===== src/rtl/fdiv_pkg.sv =====
// Shared types and constants for the divided-tick scheduler.
// Holds the FSM state encoding, default field widths and the legal-parameter minimums.
package fdiv_pkg;

   typedef enum logic [1:0] {
      IDLE = 2'd0,
      RUN  = 2'd1,
      DONE = 2'd2
   } state_e;

   localparam int DIV_W_DEF = 3;
   localparam int CNT_W_DEF = 4;
   localparam int DIV_MIN   = 2;
   localparam int CNT_MIN   = 1;

endpackage


===== src/rtl/fdiv_ctrl_if.sv =====
// Job handshake bundle between a requester and the divided-tick scheduler.
// The master drives job requests; the slave (scheduler) returns status and ticks.
interface fdiv_ctrl_if #(
   parameter int DIV_W = fdiv_pkg::DIV_W_DEF,
   parameter int CNT_W = fdiv_pkg::CNT_W_DEF
) ();

   logic             start;
   logic [DIV_W-1:0] div;
   logic [CNT_W-1:0] count;
   logic             abort;
   logic             busy;
   logic             tick;
   logic             done;
   logic             err;
   logic [CNT_W-1:0] ticks_left;

   modport master (
      output start, div, count, abort,
      input  busy, tick, done, err, ticks_left
   );

   modport slave (
      input  start, div, count, abort,
      output busy, tick, done, err, ticks_left
   );

endinterface


===== src/rtl/fdiv_core.sv =====
// Divide-by-N phase counter: counts 0..div-1 while enabled and flags the terminal phase.
// The clear input has priority over counting so a new or aborted job always restarts at phase 0.
module fdiv_core #(
   parameter int DIV_W = 3
) (
   input  logic             clk,
   input  logic             rst,
   input  logic             c_up,
   input  logic             clr,
   input  logic [DIV_W-1:0] div,
   output logic             tc
);

   logic [DIV_W-1:0] r_phase;

   assign tc = (r_phase == div - DIV_W'(1));

   always_ff @(posedge clk or posedge rst) begin
      if (rst) begin
         r_phase <= '0;
      end else if (clr) begin
         r_phase <= '0;
      end else if (c_up) begin
         r_phase <= tc ? '0 : r_phase + DIV_W'(1);
      end
   end

endmodule


===== src/rtl/fdiv_ctrl.sv =====
// Divided-tick scheduler: accepts a (div, count) job and emits count ticks spaced div cycles apart.
// Owns the job FSM, the latched divide ratio and all registered status outputs.
module fdiv_ctrl
   import fdiv_pkg::*;
#(
   parameter int DIV_W = DIV_W_DEF,
   parameter int CNT_W = CNT_W_DEF
) (
   input logic        clk,
   input logic        rst,
   fdiv_ctrl_if.slave bus
);

   localparam logic [1:0] S_IDLE = IDLE;
   localparam logic [1:0] S_RUN  = RUN;
   localparam logic [1:0] S_DONE = DONE;

   logic [1:0]       r_state;
   logic [DIV_W-1:0] r_div_l;
   logic [CNT_W-1:0] r_ticks_left;
   logic             r_busy;
   logic             r_tick;
   logic             r_done;
   logic             r_err;

   logic w_legal;
   logic w_accept;
   logic w_run;
   logic w_c_up;
   logic w_clr;
   logic w_tc;

   assign w_legal  = (bus.div >= DIV_W'(DIV_MIN)) && (bus.count >= CNT_W'(CNT_MIN));
   assign w_accept = (r_state == S_IDLE) && bus.start && w_legal;
   assign w_run    = (r_state == S_RUN);
   // Abort freezes the counter and clears it, so a coincident terminal phase never ticks.
   assign w_c_up   = w_run && !bus.abort;
   assign w_clr    = w_accept || (w_run && bus.abort);

   fdiv_core #(
      .DIV_W(DIV_W)
   ) u_core (
      .clk  (clk),
      .rst  (rst),
      .c_up (w_c_up),
      .clr  (w_clr),
      .div  (r_div_l),
      .tc   (w_tc)
   );

   always_ff @(posedge clk or posedge rst) begin
      if (rst) begin
         r_state      <= S_IDLE;
         r_div_l      <= '0;
         r_ticks_left <= '0;
         r_busy       <= 1'b0;
         r_tick       <= 1'b0;
         r_done       <= 1'b0;
         r_err        <= 1'b0;
      end else begin
         r_tick <= 1'b0;
         r_err  <= 1'b0;
         case (r_state)
            S_IDLE: begin
               if (bus.start) begin
                  if (w_legal) begin
                     r_div_l      <= bus.div;
                     r_ticks_left <= bus.count;
                     r_busy       <= 1'b1;
                     r_state      <= S_RUN;
                  end else begin
                     r_err <= 1'b1;
                  end
               end
            end
            S_RUN: begin
               if (bus.abort) begin
                  r_busy       <= 1'b0;
                  r_ticks_left <= '0;
                  r_state      <= S_IDLE;
               end else if (w_tc) begin
                  r_tick       <= 1'b1;
                  r_ticks_left <= r_ticks_left - CNT_W'(1);
                  if (r_ticks_left == CNT_W'(1)) begin
                     r_state <= S_DONE;
                  end
               end
            end
            // Two cycles here: the first raises done, the second drops done and busy together.
            S_DONE: begin
               if (!r_done) begin
                  r_done <= 1'b1;
               end else begin
                  r_done  <= 1'b0;
                  r_busy  <= 1'b0;
                  r_state <= S_IDLE;
               end
            end
            default: begin
               r_state <= S_IDLE;
            end
         endcase
      end
   end

   assign bus.busy       = r_busy;
   assign bus.tick       = r_tick;
   assign bus.done       = r_done;
   assign bus.err        = r_err;
   assign bus.ticks_left = r_ticks_left;

endmodule


===== src/flat_wrapper.sv =====
// flat-port wrapper written by rule: the top's interface ports become plain ports
module fdiv_ctrl_flat import fdiv_pkg::*;
#(
   parameter int DIV_W = DIV_W_DEF,
   parameter int CNT_W = CNT_W_DEF
)
  (clk, rst, bus_start, bus_div, bus_count, bus_abort, bus_busy, bus_tick, bus_done, bus_err, bus_ticks_left);
  fdiv_ctrl_if #(.DIV_W(DIV_W), .CNT_W(CNT_W)) bus_i ();
  input logic clk;
  input logic rst;
  input wire logic [$bits(bus_i.start)-1:0] bus_start;
  input wire logic [$bits(bus_i.div)-1:0] bus_div;
  input wire logic [$bits(bus_i.count)-1:0] bus_count;
  input wire logic [$bits(bus_i.abort)-1:0] bus_abort;
  output wire logic [$bits(bus_i.busy)-1:0] bus_busy;
  output wire logic [$bits(bus_i.tick)-1:0] bus_tick;
  output wire logic [$bits(bus_i.done)-1:0] bus_done;
  output wire logic [$bits(bus_i.err)-1:0] bus_err;
  output wire logic [$bits(bus_i.ticks_left)-1:0] bus_ticks_left;
  assign bus_i.start = bus_start;
  assign bus_i.div = bus_div;
  assign bus_i.count = bus_count;
  assign bus_i.abort = bus_abort;
  assign bus_busy = bus_i.busy;
  assign bus_tick = bus_i.tick;
  assign bus_done = bus_i.done;
  assign bus_err = bus_i.err;
  assign bus_ticks_left = bus_i.ticks_left;
  fdiv_ctrl #(.DIV_W(DIV_W), .CNT_W(CNT_W)) u_core (.clk(clk), .rst(rst), .bus(bus_i));
endmodule

===== config.mk =====
export PLATFORM = sky130hd
export DESIGN_NAME = fdiv_ctrl_flat
export DESIGN_NICKNAME = d
export VERILOG_FILES = /design/src/rtl/fdiv_pkg.sv /design/src/rtl/fdiv_ctrl_if.sv /design/src/rtl/fdiv_core.sv /design/src/rtl/fdiv_ctrl.sv /design/src/flat_wrapper.sv
export SDC_FILE = /design/constraint.sdc
export NUM_CORES = 1
export LEC_CHECK = 0
export ABC_AREA = 1
export CAP_MARGIN = 40
export CORE_ASPECT_RATIO = 0.75
export CORE_UTILIZATION = 35
export CTS_BUF_LIST = sky130_fd_sc_hd__clkbuf_16
export DETAILED_ROUTE_END_ITERATION = 12
export PLACE_DENSITY = 0.58
export SLEW_MARGIN = 20
export SYNTH_ARGS = -nofsm -noshare
export SYNTH_HDL_FRONTEND = slang
export SYNTH_SLANG_ARGS = --single-unit

===== constraint.sdc =====
create_clock -name clk -period 3.6 [get_ports clk]
set_input_delay 0.72 -clock clk [delete_from_list [all_inputs] [get_ports clk]]
set_output_delay 0.72 -clock clk [all_outputs]
set_load 0.02 [all_outputs]

Word level (Yosys, flattened, before mapping)
Cells that the tools add are included.
W data, S select, Z words.

operators by class
  add/sub/neg operators = 3
  order comparisons = 2
  equal/unequal tests = 10
  multiplexer cells = 27
  reductions and logical operators = 15

operators with widths
  operator               count
  $mux W4                4
  $mux W2                6
  $mux W1                11
  $reduce_and A5 Y1      2
  $mux W3                3
  $pmux W4 S2            1
  $ne A3 B3 Y1 const B   2
  $pmux W2 S3            1
  $logic_and A1 B1 Y1    5
  $eq A4 B1 Y1 const B   1
  $ge A4 B1 Y1 const B   1
  $ne A2 B1 Y1 const B   2
  $ne A2 B2 Y1 const B   2
  $reduce_and A4 Y1      1
  $reduce_bool A2 Y1     2
  $sub A4 B1 Y4 const B  1
  $add A3 B1 Y3 const B  1
  $eq A3 B3 Y1           1
  $ge A3 B2 Y1 const B   1
  $pmux W1 S3            1
  $reduce_and A3 Y1      1
  $reduce_bool A3 Y1     1
  $sub A3 B1 Y3 const B  1
  $eq A2 B1 Y1 const B   1
  other kinds (4)        4

word-level totals
  flip-flop bits (word level) = 16
  input bits = 11
  output and inout port bits = 8
  logic and storage cells = 65

Depth between registers and ports, before layout
Gate-level depths: netlist of run 1.

  depth in word-level cells = 5
  gate-level depth with buffers = 12
  mapped depth without buffers = 12

Cells and area by module
From an unflattened synthesis of run 1, not the netlist that was laid out.

unflattened totals
  cells, all modules = 146
  area, all modules = 1056.0 µm²

modules (own cells, without submodules)
  module     times used  cells each  area an instance (µm²)  sequential area each (µm²)
  fdiv_ctrl  1           105         790.8                   325.3
  fdiv_core  1           41          265.3                   75.1

Worst setup path before layout of run 1
Ideal clock, no wire load.

  path kind = input to register
  from = in bus_div[1]
  to = reg u_core.r_state[0]
  setup time = 0.117 ns
  data arrival time = 1.285 ns
  data required time = 3.483 ns
  setup slack = 2.198 ns
  stages = 9
  buffers on the path = 0
  path through = inv_1 > nand2_1 > nand2_1 > nand2_1 > nand2_1 > nor2_2 > nand2_2 > nand2_1 > nand2_1

between the ends
  word-level cells in the longest chain between the ends = 4

ends and longest elaborated chain
  item                                line                RTL
  start, declared                     flat_wrapper.sv:12  input wire logic [$bits(bus_i.div)-1:0] bus_div;
  $ge A3 B2 Y1                        fdiv_ctrl.sv:33     assign w_legal = (bus.div >= DIV_W'(DIV_MIN)) && (bus.count >= CNT_W'(CNT_MIN));
  $logic_and A1 B1 Y1                 fdiv_ctrl.sv:33
  $ne A2 B1 Y1 (no source line)       --
  $reduce_and A5 Y1 (no source line)  --
  end signal, assigned                fdiv_ctrl.sv:53     r_state <= S_IDLE;
  end signal, assigned                fdiv_ctrl.sv:70     r_state <= S_RUN;
  end signal, assigned                fdiv_ctrl.sv:80     r_state <= S_IDLE;
  end, declared                       fdiv_ctrl.sv:18     logic [1:0] r_state;

No other way between the ends.
A chain may end at the register's enable or synchronous reset.

Worst setup path after layout of run 1
  from = reg u_core.r_ticks_left[0], in the netlist u_core.bus.ticks_left[0]
  to = out bus_ticks_left[0]

RTL lines
  item                    line                RTL
  start, declared         fdiv_ctrl.sv:20     logic [CNT_W-1:0] r_ticks_left;
  start signal, assigned  fdiv_ctrl.sv:68     r_ticks_left <= bus.count;
  start signal, assigned  fdiv_ctrl.sv:83     r_ticks_left <= r_ticks_left - CNT_W'(1);
  end, declared           flat_wrapper.sv:19  output wire logic [$bits(bus_i.ticks_left)-1:0] bus_ticks_left;

No word-level cell between the ends.

==> metrics.txt, run 1 <==
outcome completed; synthesized net count about 150; area grow syn2layout 28.8%; CTS resizes 0; Worst Setup SP u_core.bus.ticks_left[0]; crit path DAT between 1 and 1.5 ns; overall routing resource usage 0.155; width of the die around 64 um; H-tree Lvls 1; Worst Tran Pin Value approximately 0.64 ns; vias 832; Bufs on Longest Clock Path 2; most common cell in the netlist nand2_1; RSZ-0062 raised after global routing no; R2R Setup Slk 1.95 ns; vias in the first global route about 800; first-pass GRT wire length 3.60 mm; area fraction of the dominant cell type after synthesis 0.394; routed len/inst between 10 and 15 um; Worst EP required between 2 and 3 ns; Seq/Total Area, Yosys 0.394; worst vdd ir roughly 320 uV; Syn. warnings 0; count of cell types in the netlist 20; Leakage Power 0.660 nW; dpl cell area roughly 0.0012 sq mm; pin count of the biggest net entering global routing 17; setup TNS 0 ns; Hold Fails Final Rpt 0; met3 GRT Util 0.0354; GR Overflow Total 0; fin crit share 0.567; core area 0.00268 sq mm; # port buffers 18; Setup crit end bus_ticks_left[0]; Comb pwr share 0.523; Switch Pwr about 0.50 mW; initial antenna violation count 0; Synth Cell Area 0.00102 sq mm; Top-Level Pins 19; Max FO, Critical Path 5; crit end category primary output; drt via density roughly 4.5; clock share of power 0.195; Async SR Flop Fraction 1.00; worst r2r path cells 7; Hold Path Class reg -> reg; Buf+Inv Stages, Crit Path 1; Die H between 40 and 50 um; Util after Layout 0.488; Post-Syn Area per Cell slightly below 8 sq um; Crit-path slowest cell clkdlybuf4s50_1; routability cong. ~0.87; Final Skew approximately 0.0041 ns; Inserted Clock Buffers 3; clk_lat worst skew approximately 0.25 ns; Post-synth top flop dfrtp_1; busiest layer in global routing met2; initial core utilization 0.379; cells taking the most area after synthesis dfrtp_1, nand2_1, ha_1; CP Class reg -> out; fmax 490 MHz; Levels on crit path 1; Synth Register Bits 16; CP delay by family, top buffers and inverters; drt drc 0; Crit path largest cell delay around 0.64 ns; Synth top cells by count nand2_1, inv_1, dfrtp_1; row cnt 16; Setup Viol. Count Final 0; area of the die between 0.003 and 0.004 sq mm; min Tclk post-route 2.04 ns; Global Route met2 Usage 0.236; most area-hungry cell type in the Yosys netlist dfrtp_1; Post-DP HPWL between 1.5 and 2 mm; Pre-antenna DRT Iters 4; Post-synth EDFFs 0; worst r2r dst u_core.bus.ticks_left[1]; Root Buffer clkbuf_16; antenna viol nets, final 0; CP startpoint kind flop; Max transition margin 0.571; cells along the critical path clkdlybuf4s50_1; clk slew on worst S/H paths approximately 0.050 ns; n_diodes 0; Slew Limit Fails 0; pwr dens between 800 and 900 mW/mm^2; met1 Use GR 0.211; CTS Hold Buffers Added 0; total setup buffers inserted after CTS 0; Finished Cell Area 0.00131 sq mm; # nets final 170; part of the power in registers 0.282; CTS tree built; Max-Cap Viols 0; Post-Syn Instances around 130; Clock Sinks 16; Int Power approximately 0.64 mW; share of layout cells above drive strength 1 0.107; Iteration-0 DRC Markers 30; WL final 2.04 mm; Reg-to-Reg Start u_core.r_state[0]; Sw Ratio 0.440
-- area by class of cell --
| cell class | count | area (sq um) |
|---|---|---|
| multi-input combinational | 91 | 526 |
| clock inverter | 1 | 3.75 |
| fill | 272 | 1370 |
| clock buffer | 3 | 75.1 |
| tap | 36 | 45.0 |
| inverter | 21 | 78.8 |
| timing repair buffer | 18 | 180 |
| sequential | 16 | 400 |
-- how the worst min path moves through the flow --
stage                      start                 to  slack (ns)  cells past startpoint
2_1_floorplan  u_core.r_div_l[1]  u_core.r_div_l[1]        0.45                      2
3_3_place_gp     u_core.bus.busy    u_core.bus.busy        0.47                      2
3_5_place_dp     u_core.bus.busy    u_core.bus.busy        0.48                      2
4_1_cts          u_core.bus.busy    u_core.bus.busy        0.49                      2
5_1_grt          u_core.bus.done    u_core.bus.done        0.51                      1
6_report         u_core.bus.busy    u_core.bus.busy        0.49                      2
-- power by group through the flow --
| stage | Combinational (mW) | Clock (mW) | Sequential (mW) |
|---|---|---|---|
| after global routing | 0.685 | 0.232 | 0.337 |
| after global placement | 0.597 | 0 | 0.324 |
| after CTS | 0.605 | 0.225 | 0.323 |
| after detailed placement | 0.598 | 0 | 0.326 |
| final | 0.598 | 0.223 | 0.323 |
| after floorplan | 0.405 | 0 | 0.353 |
-- layout by cell type (no fill, tap or decap) --
cell              n
a21oi_1           2
a21oi_2           1
clkbuf_16         3
clkdlybuf4s50_1  18
clkinv_1          1
dfrtp_1          16
ha_1              8
inv_1            19
inv_2             2
nand2_1          35
nand2_2           2
nand2_4           2
nand3_1          12
nand3_2           1
nand4_2           1
nor2_1            8
nor2_2            2
nor2_8            1
o21ai_0          12
o21ai_2           1
xnor2_1           2
xor2_1            1
-- layer usage --
layer / part of all wire / routed length [um] / vias up
met5: 0 / 0 / -
met4: 0.014 / 29 / 0
met1: 0.52 / 1050 / 365
met3: 0.044 / 90 / 4
met2: 0.42 / 865 / 20
li1: - / - / 443
-- cells by family after synthesis --
group | Yosys count | synth area share
buffers and inverters | 22 | 0.0887
adder cells (fa/ha/maj) | 8 | 0.0985
XOR/XNOR | 3 | 0.0259
flip-flops | 16 | 0.394
AND/OR/NAND/NOR | 64 | 0.307
AO/OA/AOI/OAI | 16 | 0.0862
-- state kept, by name (all words and copies together) (netlist names) --
| register | cells |
|---|---|
| u_core.bus.tick | 1 |
| u_core.r_div_l | 3 |
| u_core.r_state | 2 |
| u_core.u_core.r_phase | 3 |
| u_core.bus.err | 1 |
| u_core.bus.busy | 1 |
| u_core.bus.ticks_left | 4 |
| u_core.bus.done | 1 |
-- tightest hold or removal path, stage by stage (launching register included) --
cell	delay [ns]
dfrtp_1	0.35
nand2_1	0.05
o21ai_0	0.06
-- per-stage QoR --
step / setup WS, ns / std cells / total power [mW] / hold slack [ns]
floorplan: 2.20 / 129 / 0.758 / 0.453
global placement: 1.45 / 182 / 0.921 / 0.475
detailed placement: 1.41 / 182 / 0.924 / 0.479
CTS: 1.56 / 186 / 1.15 / 0.493
global route: 1.51 / 186 / 1.25 / 0.508
finish: 1.56 / 186 / 1.14 / 0.490
Note: power is estimated with default switching activity, not from simulation.
==> run 2: changes to the inputs <==
==> constraint.sdc (replaced) <==
create_clock -name clk -period 2 [get_ports clk]
set_input_delay 0.4 -clock clk [delete_from_list [all_inputs] [get_ports clk]]
set_output_delay 0.4 -clock clk [all_outputs]
set_load 0.02 [all_outputs]
==> metrics.txt, run 2 (synthesis gave the netlist of run 1 again) <==
setup ws final 0.277 ns (-1.28 ns); CTS Hold Buffers Added 0 (unchanged); width of the die 64.2 um (unchanged); drt drc 0 (unchanged); Hold Path Depth 2 (unchanged); Worst EP required 1.60 ns (-1.28 ns); # nets final 171 (+0.59%); pwr dens 1580 mW/mm^2 (+81%); commonest non-fill, non-tap cell in the layout nand2_1; Crit-path slowest cell clkdlybuf4s50_1; routability cong. 0.833 (-4.6%); area of the die 0.00312 sq mm (unchanged); Max FO, Critical Path 6 (+1); min Tclk post-route between 1.5 and 2 ns; antenna viol nets, final 0 (unchanged); Finished Cell Area 0.00132 sq mm (+0.57%); Post-DP HPWL 1.58 mm (+3.6%); core area 0.00268 sq mm (unchanged); vias in the first global route 830 (+3.9%); Iteration-0 DRC Markers 35 (+17%); worst vdd ir 568 uV (+79%); CP startpoint kind flop; Buf+Inv Stages, Crit Path 1 (unchanged); n_diodes 0 (unchanged); cells along the critical path clkdlybuf4s50_1; first-pass GRT wire length 3.71 mm (+3.1%); Reg-to-Reg Start u_core.r_state[0]; vias 858 (+3.1%); Clock Sinks 16 (unchanged); Bufs on Longest Clock Path 2 (unchanged); pin count of the biggest net entering global routing 17 (unchanged); min-delay src u_core.bus.busy; share of layout cells above drive strength 1 0.113 (+0.00592); GR Overflow Total 0 (unchanged); row cnt 16 (unchanged); initial antenna violation count 0 (unchanged); setup TNS 0 ns (unchanged); CTS tree built; clk slew on worst S/H paths 0.05 ns (about the same); outcome completed; initial core utilization 0.379 (unchanged); CP delay by family, top buffers and inverters; Worst Tran Pin Value 0.628 ns (-0.0153 ns); WHS 0.488 ns (-0.00195 ns); Max-Cap Viols 0 (unchanged); overall routing resource usage 0.155 (-0.000233); Hold Fails Final Rpt 0 (unchanged); Top-Level Pins 19 (unchanged); crit end category primary output; Pre-antenna DRT Iters 4 (unchanged); H-tree Lvls 1 (unchanged); commonest non-fill, non-tap cells in the layout nand2_1, inv_1, clkdlybuf4s50_1; Levels on crit path 1 (unchanged); # port buffers 18 (unchanged); Setup Viol. Count Final 0 (unchanged); RSZ-0062 raised after global routing no; drt via density 4.59 (+2.6%); number of flip-flops in the largest register 4 (unchanged); Final Skew 0.00246 ns (-0.00166 ns); CTS resizes 0 (unchanged); fin crit share 0.862; CP Class reg -> out; crit path DAT 1.32 ns (about the same); dpl cell area 0.00124 sq mm (+0.61%); Die H 48.7 um (unchanged); Hold Path Class reg -> reg; Crit path largest cell delay 0.64 ns (about the same); Inserted Clock Buffers 3 (unchanged); Leakage Power 0.664 nW (+0.66%); Worst Setup SP u_core.bus.ticks_left[2]; total setup buffers inserted after CTS 0 (unchanged); Post-Place Worst Slack 0.298 ns (-1.11 ns); worst r2r path cells 10 (+3); routed len/inst 11.5 um (+4.7%); WL final 2.14 mm (+5.3%); area grow syn2layout 29.6%; Max transition margin 0.581 (+0.0102); Root Buffer clkbuf_16; fmax between 500 and 600 MHz; clk_lat worst skew 0.25 ns (about the same); Slew Limit Fails 0 (unchanged); total power 2.08 mW (+82%)
[run 2: cell count changes in the layout (fill, tap and decap cells not counted), sizes merged]
cell and delta:
buf +1
[run 2: area by class of cell]
type                    instances  area [sq um]
fillers                       260          1370
multi-input cells              91           526
flip-flops and latches         16           400
repair buffers                 19           188
inverters                      21          78.8
clock buffers                   3          75.1
well taps                      36          45.0
clock inverters                 1          3.75
[run 2: stage by stage]
stage | cells | utilization
2_1_floorplan | 129 | -
4_1_cts | 187 | 0.491
3_5_place_dp | 183 | 0.461
3_3_place_gp | 183 | 0.461
5_1_grt | 187 | 0.491
6_report | 187 | 0.491
[run 2: final timing paths]
kind	slack (ns)	end
max in group asynchronous	1.06	u_core.bus.ticks_left[2]
worst min-delay path	0.49	u_core.bus.busy
min in group asynchronous	0.54	u_core.r_div_l[1]
worst min register to register	0.49	u_core.bus.busy
worst max register to register	0.48	u_core.r_state[1]
worst max-delay path	0.28	bus_ticks_left[2]
[run 2: report_power, final]
part           internal (mW)  switching, mW
Clock                  0.266          0.131
Sequential             0.457          0.124
Combinational          0.437          0.668
[run 2: per-layer routing]
metal,global-route usage,vias to the layer above,part of all wire
li1,-,444,-
met1,0.219,386,0.53
met2,0.225,24,0.41
met3,0.0519,4,0.056
met4,0.0407,0,0.012
met5,0,-,0
==> run 3: changes to the inputs <==
--- a/config.mk
+++ b/config.mk
@@ -7,12 +7,16 @@
 export LEC_CHECK = 0
 export ABC_AREA = 1
 export CAP_MARGIN = 40
+export CELL_PAD_IN_SITES_DETAIL_PLACEMENT = 0
+export CELL_PAD_IN_SITES_GLOBAL_PLACEMENT = 1
 export CORE_ASPECT_RATIO = 0.75
+export CORE_MARGIN = 5
 export CORE_UTILIZATION = 35
 export CTS_BUF_LIST = sky130_fd_sc_hd__clkbuf_16
 export DETAILED_ROUTE_END_ITERATION = 12
-export PLACE_DENSITY = 0.58
+export PLACE_DENSITY = 0.76
 export SLEW_MARGIN = 20
 export SYNTH_ARGS = -nofsm -noshare
 export SYNTH_HDL_FRONTEND = slang
+export SYNTH_HIERARCHICAL = 1
 export SYNTH_SLANG_ARGS = --single-unit
==> metrics.txt, run 3 <==
Clock Sinks 16 (unchanged); Synth Cell Area 0.00106 sq mm (+3.9%); Post-synth top flop dfrtp_1; Async SR Flop Fraction 1.00 (unchanged); Setup Viol. Count Final 0 (unchanged); Syn. warnings 6 (+6); min Tclk post-route 1.83 ns (+0.105 ns); crit end category flop; Crit-path slowest cell dfrtp_1; first-pass GRT wire length 3.79 mm (+2.0%); overall routing resource usage 0.117 (-0.0376); core area 0.00291 sq mm (+8.6%); drt drc 0 (unchanged); Worst EP required 2.18 ns (+0.58 ns); fin crit share 0.914 (+0.0524); Leakage Power 0.745 nW (+12%); Max FO, Critical Path 5 (-1); Inserted Clock Buffers 3 (unchanged); RSZ-0062 raised after global routing yes; drt via density 4.56 (-0.67%); Pre-antenna DRT Iters 4 (unchanged); count of cell types in the netlist 20 (unchanged); setup TNS 0 ns (unchanged); Seq/Total Area, Yosys 0.379 (-0.0149); H-tree Lvls 1 (unchanged); Post-DP HPWL 1.91 mm (+21%); total power 2.26 mW (+8.3%); Util after Layout 0.477 (-0.0141); vias 948 (+10%); # port buffers 18 (unchanged); Top-Level Pins 19 (unchanged); CP most frequent cell nand2_1; Post-Syn Instances 146 (+13%); Iteration-0 DRC Markers 14 (-60%); Slew Limit Fails 0 (unchanged); routability cong. 0.779 (-6.4%); Root Buffer clkbuf_16; most area-hungry cell type in the Yosys netlist dfrtp_1; crit path DAT 2.00 ns (+0.68 ns); area of the die 0.00423 sq mm (+35%); commonest non-fill, non-tap cells in the layout nand2_1, inv_1, clkdlybuf4s50_1; Final Skew 0.00429 ns (+0.00183 ns); share of layout cells above drive strength 1 0.153 (+0.0404); CP delay by family, top simple AND/OR/NAND/NOR gates; area of the multi-input gates 571 sq um (+8.6%); Crit path largest cell delay 0.37 ns (-0.27 ns); Bufs on Longest Clock Path 2 (unchanged); synthesized net count 166 (+12%); Max-Cap Viols 0 (unchanged); area fraction of the dominant cell type after synthesis 0.379 (-0.0149); clk_lat worst skew 0.24 ns (about the same); cells along the critical path inv_2 > ha_1 > inv_1 > nand2_1 > nand2_1 > nor2_2 > nand2_2 > inv_1 > inv_1 > nand3_1 > nand2_1 > nor2_2 > nand2_4 > inv_4 > nand2_1 > nand2_1; pin count of the biggest net entering global routing 14 (-3); Hold Fails Final Rpt 0 (unchanged); row cnt 17 (+1); initial core utilization 0.362 (-0.0163); Hold Path Class in -> async; width of the die 73.4 um (+14%); Synth top cells by count nand2_1, inv_1, dfrtp_1; Worst Tran Pin Value 0.517 ns (-0.111 ns); pwr dens 1620 mW/mm^2 (+2.7%); Synth Register Bits 16 (unchanged); vias in the first global route 882 (+6.3%); outcome completed; WL final 2.31 mm (+7.9%); initial antenna violation count 0 (unchanged); Buf+Inv Stages, Crit Path 5 (+4); fmax 547 MHz (-5.7%); Fillers 296 (+14%); worst vdd ir 688 uV (+21%); Post-Syn Area per Cell 7.23 sq um (-8.2%); routed len/inst 11.1 um (-3.0%); Register Area 400 sq um (unchanged); number of flip-flops in the largest register 4 (unchanged); CP startpoint kind flop; CP Class reg -> reg; antenna viol nets, final 0 (unchanged); commonest non-fill, non-tap cell in the layout nand2_1; Post-synth EDFFs 0 (unchanged); GR Overflow Total 0 (unchanged); Die H 57.6 um (+18%); area grow syn2layout 31.5%; clk slew on worst S/H paths 0.04 ns (about the same); n_diodes 0 (unchanged); Max transition margin 0.655 (+0.0740); most common cell in the netlist nand2_1; # nets final 192 (+12%); cells taking the most area after synthesis dfrtp_1, nand2_1, ha_1; CTS tree built
## run 3: cell count changes in the layout (fill, tap and decap cells not counted), moves of 2 or more
cell     delta
a21oi_1     +2
buf_4       +2
inv_2       +2
nand2_1    +16
nand2_2     +2
nand3_1     -7
nand3_2     +2
nand4_1     +3
nor2_1      +3
o21ai_0     -8
o21ai_1     +3
xnor2_1     -2
## run 3: cell type report
type,count,share of cell area
inverters,24,0.0667
multi-input cells,106,0.411
well taps,38,0.0342
clock buffers,3,0.0541
repair buffers,21,0.146
flip-flops and latches,16,0.288
## run 3: kinds of logic after synthesis
| logic type | synth area share |
|---|---|
| flip-flops | 0.379 |
| AO/OA/AOI/OAI | 0.0604 |
| AND/OR/NAND/NOR | 0.366 |
| buffers and inverters | 0.0877 |
| adder cells (fa/ha/maj) | 0.107 |
## run 3: metrics by stage
step	std cells	worst slack [ns]	cell area [sq um]	hold WS [ns]
global route	208	-0.0000702	1390	0.380
floorplan	146	0.327	1060	0.154
detailed placement	204	0.0512	1300	0.484
finish	208	0.172	1390	0.356
CTS	207	0.0876	1370	0.360
global placement	204	0.107	1300	0.470
## run 3: worst register-to-register path, cell delays in order (launching register included)
cell and delay, ns:
dfrtp_1 0.37, inv_2 0.05, ha_1 0.29, inv_1 0.05, nand2_1 0.05, nand2_1 0.05, nor2_2 0.12, nand2_2 0.10
inv_1 0.06, inv_1 0.05, nand3_1 0.07, nand2_1 0.08, nor2_2 0.13, nand2_4 0.09, inv_4 0.08, nand2_1 0.06
nand2_1 0.06
## run 3: timing repair
| item | 4_1_cts | 5_1_grt |
|---|---|---|
| endpoints found under the setup margin | 0 | 2 |
| resized for setup | 0 | 2 |
| hold buffers | 0 | 0 |
| buffers inserted | 0 | 1 |
## run 3: path summary, 6_finish.rpt
| kind | from | endpoint | slack, ns | depth (start not counted) |
|---|---|---|---|---|
| max | u_core/r_div_l[0] | u_core/bus.ticks_left[3] | 0.17 | 16 |
| min | rst | u_core/u_core/r_phase[1] | 0.36 | 2 |
| max reg2reg | u_core/r_div_l[0] | u_core/bus.ticks_left[3] | 0.17 | 16 |
| min reg2reg | u_core/r_div_l[1] | u_core/r_div_l[1] | 0.49 | 2 |
| max in group asynchronous | rst | u_core/r_div_l[2] | 1.13 | 2 |
| min in group clk | u_core/r_div_l[1] | u_core/r_div_l[1] | 0.49 | 2 |
## run 3: per-layer routing
| layer | up-vias | GRT usage | wire (um) |
|---|---|---|---|
| met5 | - | 0 | 0 |
| met1 | 430 | 0.149 | 1150 |
| met2 | 15 | 0.187 | 1070 |
| met4 | 0 | 0.0310 | 18 |
| met3 | 4 | 0.0423 | 80 |
| li1 | 499 | - | - |
## run 3: where the power goes
part	internal (mW)	switching, mW
combinational	0.514	0.772
sequential	0.467	0.133
clock	0.261	0.109
total	1.24	1.01
